**config.mk**
```make
export PLATFORM = sky130hd
export DESIGN_NAME = uart_tx_fifo
export DESIGN_NICKNAME = d
export VERILOG_FILES = /design/src/rtl/uart_tx_fifo.sv
export SDC_FILE = /design/constraint.sdc
export NUM_CORES = 1
export LEC_CHECK = 0
export CORE_MARGIN = 1.5
export CORE_UTILIZATION = 50
export DETAILED_ROUTE_END_ITERATION = 6
export PLACE_DENSITY_LB_ADDON = 0.1
export SETUP_SLACK_MARGIN = 0.3
export SLEW_MARGIN = 20
export SYNTH_ARGS = -nofsm -noshare
export SYNTH_HDL_FRONTEND = slang
export SYNTH_SLANG_ARGS = --single-unit
```
**constraint.sdc**
```tcl
create_clock -name clk -period 3.1 [get_ports clk]
set_input_delay 0.775 -clock clk [delete_from_list [all_inputs] [get_ports clk]]
set_output_delay 0.775 -clock clk [all_outputs]
set_load 0.01 [all_outputs]
```
**src/rtl/uart_tx_fifo.sv**
```systemverilog
// Byte FIFO feeding the UART transmitter: launches the head byte 2 edges after a write into an idle, empty FIFO.
// Writes are never stalled; a write while full is dropped and flagged by a one-cycle overflow pulse.
module uart_tx_fifo #(
  parameter int DEPTH = 16,
  parameter int CNT_W = $clog2(DEPTH) + 1
) (
  input  logic             clk,
  input  logic             reset,
  input  logic             wr_en,
  input  logic [7:0]       wr_data,
  output logic             full,
  output logic             empty,
  output logic [CNT_W-1:0] count,
  output logic             overflow,
  output logic             tx_start,
  output logic [7:0]       tx_data,
  input  logic             tx_done,
  output logic             busy
);

  localparam int PTR_W = $clog2(DEPTH);

  typedef enum logic {S_IDLE, S_WAIT} state_t;

  state_t           state, state_nxt;
  logic [7:0]       mem [DEPTH];
  logic [PTR_W-1:0] wr_ptr, rd_ptr;
  logic             wr_accept;
  logic             launch;

  // full is judged on the registered count, so a same-cycle pop never rescues a write
  assign full      = (count == CNT_W'(DEPTH));
  assign empty     = (count == '0);
  assign wr_accept = wr_en && !full;
  assign busy      = (state != S_IDLE) || !empty;

  always_comb begin
    state_nxt = state;
    launch    = 1'b0;
    case (state)
      S_IDLE: begin
        if (!empty) begin
          launch    = 1'b1;
          state_nxt = S_WAIT;
        end
      end
      S_WAIT: begin
        if (tx_done) state_nxt = S_IDLE;
      end
      default: state_nxt = S_IDLE;
    endcase
  end

  always_ff @(posedge clk) begin
    if (wr_accept) mem[wr_ptr] <= wr_data;
  end

  always_ff @(posedge clk) begin
    if (reset) begin
      state    <= S_IDLE;
      wr_ptr   <= '0;
      rd_ptr   <= '0;
      count    <= '0;
      overflow <= 1'b0;
      tx_start <= 1'b0;
      tx_data  <= 8'h00;
    end else begin
      state    <= state_nxt;
      overflow <= wr_en && full;
      tx_start <= launch;
      if (wr_accept) wr_ptr <= wr_ptr + 1'b1;
      if (launch) begin
        tx_data <= mem[rd_ptr];
        rd_ptr  <= rd_ptr + 1'b1;
      end
      case ({wr_accept, launch})
        2'b10:   count <= count + 1'b1;
        2'b01:   count <= count - 1'b1;
        default: count <= count;
      endcase
    end
  end

endmodule
```
==> results of run 1 <==
-- routing by layer --
layer | GRT usage | part of all wire
met1 | 0.279 | 0.43
met2 | 0.336 | 0.50
met5 | 0 | 0
met3 | 0.0569 | 0.058
met4 | 0.0817 | 0.013
-- what timing repair did --
action	in CTS	in global routing
hold buffers	0	0
endpoints found under the setup margin	2	2
pin swaps	1	1
gates resized for setup	0	1
setup buffers	1	1
-- per-stage QoR --
| step | utilization | hold WS (ns) |
|---|---|---|
| floorplan | - | 0.441 |
| finish | 0.601 | 0.491 |
| global placement | 0.553 | 0.469 |
| global route | 0.601 | 0.522 |
| CTS | 0.600 | 0.500 |
| detailed placement | 0.553 | 0.491 |
-- cell type report --
cell class	count	area [sq um]
Clock buffer	19	433
Sequential cell	152	4330
Tap cell	147	184
Clock inverter	13	121
Fill cell	948	4790
Multi-Input combinational cell	223	1650
Timing Repair Buffer	53	483
Inverter	6	22.5
-- kinds of logic (layout without fill, tap and decap cells) --
family,after synthesis,count (layout),synth area share
flops,152,152,0.705
simple gates,83,83,0.0683
mux,67,67,0.110
compound gates,55,55,0.0591
buf+inv,28,91,0.0271
fa+ha+maj,9,9,0.0184
xor+xnor,9,9,0.0128
-- worst min-delay path by stage --
| stage | from | endpoint | depth (start not counted) |
|---|---|---|---|
| floorplan | state | tx_start | 1 |
| global placement | state | tx_start | 1 |
| detailed placement | tx_data[5] | tx_data[5] | 2 |
| CTS | tx_data[5] | tx_data[5] | 2 |
| global route | tx_data[1] | tx_data[1] | 2 |
| finish | state | tx_start | 1 |
-- flip-flops by register name, indices dropped and copies added (netlist names) --
signal and cells:
count 5, mem 128, overflow 1, rd_ptr 4, state 1, tx_data 8, tx_start 1, wr_ptr 4
-- worst max-delay path, delay by kind of cell (launching register included) --
family,cells,cell delay [ns]
buf+inv,1,0.48
flops,1,0.39
simple gates,3,0.63
-- cells in the final DEF, fill, tap and decap left out, types with 8 or more instances in the layout --
| cell type | instances |
|---|---|
| nor3_1 | 8 |
| clkdlybuf4s50_1 | 29 |
| clkbuf_16 | 17 |
| dfxtp_1 | 23 |
| mux2i_1 | 66 |
| ha_1 | 9 |
| nor4_1 | 9 |
| edfxtp_1 | 128 |
| buf_4 | 23 |
| o22ai_1 | 33 |
| nand2_1 | 10 |
| nor2_1 | 37 |
| a211oi_1 | 8 |
-- power by group through the flow --
stage	Clock (W)	Combinational, W	Sequential [W]
final	0.00191	0.00114	0.00247
after global routing	0.00203	0.00124	0.00248
after CTS	0.00196	0.00112	0.00247
after detailed placement	0	0.00111	0.00251
after global placement	0	0.00108	0.00250
after floorplan	0	0.000728	0.00248
==> results.cfg, run 1 <==
[run_status]
outcome = complete, no violations

[setup_path]
end_kind = output port
r2r_start = count[0]
critPathSlowestCell = clkdlybuf4s50_1
cp-endpoint = busy
worstPathRequired_ns = 2.32
max_stage_delay_ns = 0.48
cp_cell_sequence = nor4_4 -> and2_4 -> nand2b_1 -> clkdlybuf4s50_1
critPathKind = reg -> out
rr_worst_depth = 11
arrival_ns = 1.92
startpoint_type = flip-flop
cp_max_fo = 5
ff2ff_setup_slack_ns = 0.47
timing.rr.end = count[4]
startpoint = count[0]

[synth]
ys_async_sr_fraction = 0
ys_warn_count = 0
yosysMostFrequentCell = edfxtp_1
synth_top_area_frac = 0.626
synth_seq_area_share = 0.705
avgSynthCellArea_sq_um = 15.2
synth_largest_area_cell = edfxtp_1
synth_cells = 403
synth_area_sq_um = 6140
synth_cell_types = 38
synth_edf_count = 128
ys_seq_elements = 152
ys_top_cells_by_area = edfxtp_1 63%, mux2i_1 11%, dfxtp_1 7.8%, o22ai_1 3.4%, nor2_1 2.3%
syn_nets = 424
synthTopCellsByCount = 128 x edfxtp_1, 66 x mux2i_1, 37 x nor2_1, 33 x o22ai_1, 24 x dfxtp_1
synthFlopType = edfxtp_1

[power_and_ir_drop]
p_int_w = 0.00397
total_power_w = 0.00551
leakagePower_nw = 2.33
p_switching_w = 0.00154
powerDensity_nw_per_um2 = 764
p_comb_frac = 0.206
p_sw_frac = 0.279
clock_power_share = 0.347
ir_worst_vdd_uv = 444
pwr-share-seq = 0.447

[run]
drv_cap = 0

[final_layout]
stdcell_area_sq_um = 7220
fin_nets = 474
drive_gt1_frac = 0.131
syn_to_final_growth_pct = 17.7
fin_cells = 613
num_antenna_cells = 0

[route]
first_iter_violations = 345
wl_microns = 12500
first_pass_iters = 5
drc = 0
post_drt_wl_per_cell_microns = 20.5
ant_nets = 0
vias_per_cell = 5.62
vias = 3446

[sta]
rsz0062_at_grt = true
hold_viol = 0
setup-tns-final_ns = 0
layout_setup_ws_ns = 0.406
period_needed_ns = 2.69
worst-slew-pin-transition_ns = 0.783
final_max_slew_viol_count = 0
setup_viol = 0
relSlewSlack = 0.477
clock-skew-final_ns = 0.00848
post-route-period-util = 0.869
max_freq_mhz = 371

[floorplan]
core_area_sq_um = 12000
die_x_microns = 114
io_pins = 30
die_area_sq_um = 12900
die_h_microns = 114
rows = 40
start_util = 0.511

[grt]
grt_first_pass_wirelength_microns = 19500
grt_pass1_vias = 3435
grt_overflow_total = 0
antenna_found_initial = 1
grt_max_degree = 39
grt_use_total = 0.211

[clocking]
cts_buffers = 17
clk_pin_slew_ns = 0.06
tritoncts = yes
clk_latency_ns = 0.42
clk_path_buf_depth = 2
cts_root_buf = clkbuf_16
clock_sinks = 152
cts_htree_levels = 4

[place]
place.detailed.hpwl_microns = 8190
postPlaceCellArea_sq_um = 6650
gp_congestion = 0.816
pre_cts_ws_ns = 0.0610
port_buffers = 29
dp_cells = 579

[hold_path]
worst_hold_path_type = reg -> reg
Power figures use the tool's default switching activity.
==> inputs of run 2 (changes only) <==
clock period = 2.4 ns   (was 3.1 ns; I/O delays follow)
==> run 2 against run 1 <==
  * Cell area up 4.4%
  * Clock skew shrank 0.0018 ns
  * Global-route usage rose by 0.15 points
  * Combinational power grew 55%
  * Sequential share of layout area fell by 2.4 points
  * Wire length increased by 3.0%
  * Sequential cell count is the same
  * Largest cell class unchanged
  * Highest routed layer unchanged
==> results.cfg, run 2 (same netlist as run 1, synthesis figures left out) <==
[final_layout]
fin_nets = 495
fin_cells = 634
largest_reg_flops = 128
fillCellCount = 902
largest_registers = mem: 128 flops, tx_data: 8 flops, count: 5 flops
stdcell_area_sq_um = 7530
largest_register = mem
syn_to_final_growth_pct = 22.8
drive_gt1_frac = 0.203
num_antenna_cells = 0
layout_commonest_cell = edfxtp_1
mostFrequentLayoutCells = 128 x edfxtp_1, 66 x mux2i_1, 42 x buf_4

[power_and_ir_drop]
leakagePower_nw = 2.50
powerDensity_nw_per_um2 = 1030
ir_worst_vdd_uv = 557

[grt]
antenna_found_initial = 0
grt_max_degree = 41
grt_first_pass_wirelength_microns = 19600
grt_overflow_total = 0
grt_use_total = 0.213
grt_pass1_vias = 3467

[route]
first_iter_violations = 289
vias = 3535
post_drt_wl_per_cell_microns = 20.4
first_pass_iters = 4
ant_nets = 0
wl_microns = 12900
vias_per_cell = 5.58
drc = 0

[floorplan]
io_pins = 30
die_h_microns = 114
start_util = 0.511
rows = 40
die_x_microns = 114
core_area_sq_um = 12000
die_area_sq_um = 12900

[setup_path]
timing.rr.end = count[4]
cp_cell_sequence = nor4_4 -> buf_4 -> a21oi_2 -> ha_4 -> ha_1 -> nor3_2 -> a221oi_2 -> a21oi_1 -> mux2_1
max_stage_delay_ns = 0.38
end_kind = flip-flop
startpoint_type = flip-flop
startpoint = count[3]
rr_worst_depth = 9
r2r_start = count[3]
critPathSlowestCell = nor4_4
worstPathRequired_ns = 2.70
arrival_ns = 2.70
critPathKind = reg -> reg
ff2ff_setup_slack_ns = 0.003
cp-endpoint = count[4]
cp_max_fo = 4

[sta]
worst-slew-pin-transition_ns = 0.673
max_freq_mhz = 417
hold_viol = 0
rsz0062_at_grt = true
setup_viol = 0
relSlewSlack = 0.550
period_needed_ns = 2.40
post-route-period-util = 0.999
clock-skew-final_ns = 0.00667
final_max_slew_viol_count = 0

[place]
place.detailed.hpwl_microns = 8320
port_buffers = 29
dp_cells = 589
postPlaceCellArea_sq_um = 6760
gp_congestion = 0.823

[clocking]
cts_root_buf = clkbuf_16
clk_pin_slew_ns = 0.06
clock_sinks = 152
tritoncts = yes
clk_latency_ns = 0.42
cts_buffers = 17
cts_htree_levels = 4
clk_path_buf_depth = 2

[run]
drv_cap = 0

[run_status]
outcome = complete, no violations

[hold_path]
min_path_cells = 1
worst_hold_path_type = reg -> reg
run 2: cell types whose count changed in the layout (fill, tap and decap cells not counted), sizes merged, moves of 2 or more:
cell	change
buf	+24
bufinv	+4
clkbuf	-2
clkdlybuf4s50	-4
clkinv	+2
inv	-3
run 2: what timing repair did:
item | in CTS | in global routing
pin swaps | 7 | 2
buffers inserted | 11 | 2
hold buffers | 0 | 0
endpoints found under the setup margin | 8 | 11
resized for setup | 17 | 11
run 2: layout make-up:
| cell class | instances | area (sq um) | share of cell area |
|---|---|---|---|
| Clock buffer | 17 | 425 | 0.0565 |
| Clock inverter | 15 | 206 | 0.0274 |
| Inverter | 6 | 22.5 | 0.00299 |
| Multi-Input combinational cell | 223 | 1710 | 0.226 |
| Sequential cell | 152 | 4330 | 0.575 |
| Tap cell | 147 | 184 | 0.0244 |
| Timing Repair Buffer | 74 | 657 | 0.0872 |
run 2: worst min path at each step:
stage	to	slack (ns)	from
CTS	tx_start	0.49	state
detailed placement	tx_start	0.49	state
global route	tx_start	0.52	state
finish	tx_start	0.50	state
floorplan	tx_start	0.46	state
global placement	tx_start	0.48	state
run 2: where the power goes:
group / switching [W] / internal (W) / total, W / leakage (nW)
registers: 0.000129 / 0.00304 / 0.00317 / 1.36
clock network: 0.00101 / 0.00183 / 0.00284 / 0.299
logic: 0.000909 / 0.000864 / 0.00177 / 0.843
total: 0.00205 / 0.00573 / 0.00778 / 2.50
run 2: critical path: cells and delay by family (launching register included):
kind / cells / cell delay, ns
simple gates: 2 / 0.60
fa+ha+maj: 2 / 0.51
flops: 1 / 0.35
mux: 1 / 0.33
compound gates: 3 / 0.31
buf+inv: 1 / 0.18
run 2: per-stage QoR:
stage | setup WS, ns | total power (W) | utilization | hold slack [ns] | TNS, ns
CTS | 0.0399 | 0.00772 | 0.623 | 0.491 | 0
global route | -0.131 | 0.00811 | 0.627 | 0.522 | -0.242
global placement | -0.244 | 0.00476 | 0.563 | 0.484 | -0.507
detailed placement | -0.335 | 0.00480 | 0.563 | 0.486 | -0.684
floorplan | 0.0706 | 0.00420 | - | 0.463 | 0
finish | 0.00277 | 0.00778 | 0.627 | 0.499 | 0
run 2: metal layers:
metal	up-vias	wire length (microns)	global-route usage
li1	1689	-	-
met1	1740	5690	0.281
met2	89	6410	0.349
met3	17	627	0.0462
met4	0	182	0.0783
met5	-	0	0
==> inputs of run 3 (changes only) <==
ABC_CLOCK_PERIOD_IN_PS = 2400   (was not set)
==> results of run 3 <==
Same layout as run 2: the final DEF is identical, and so are final timing and power.
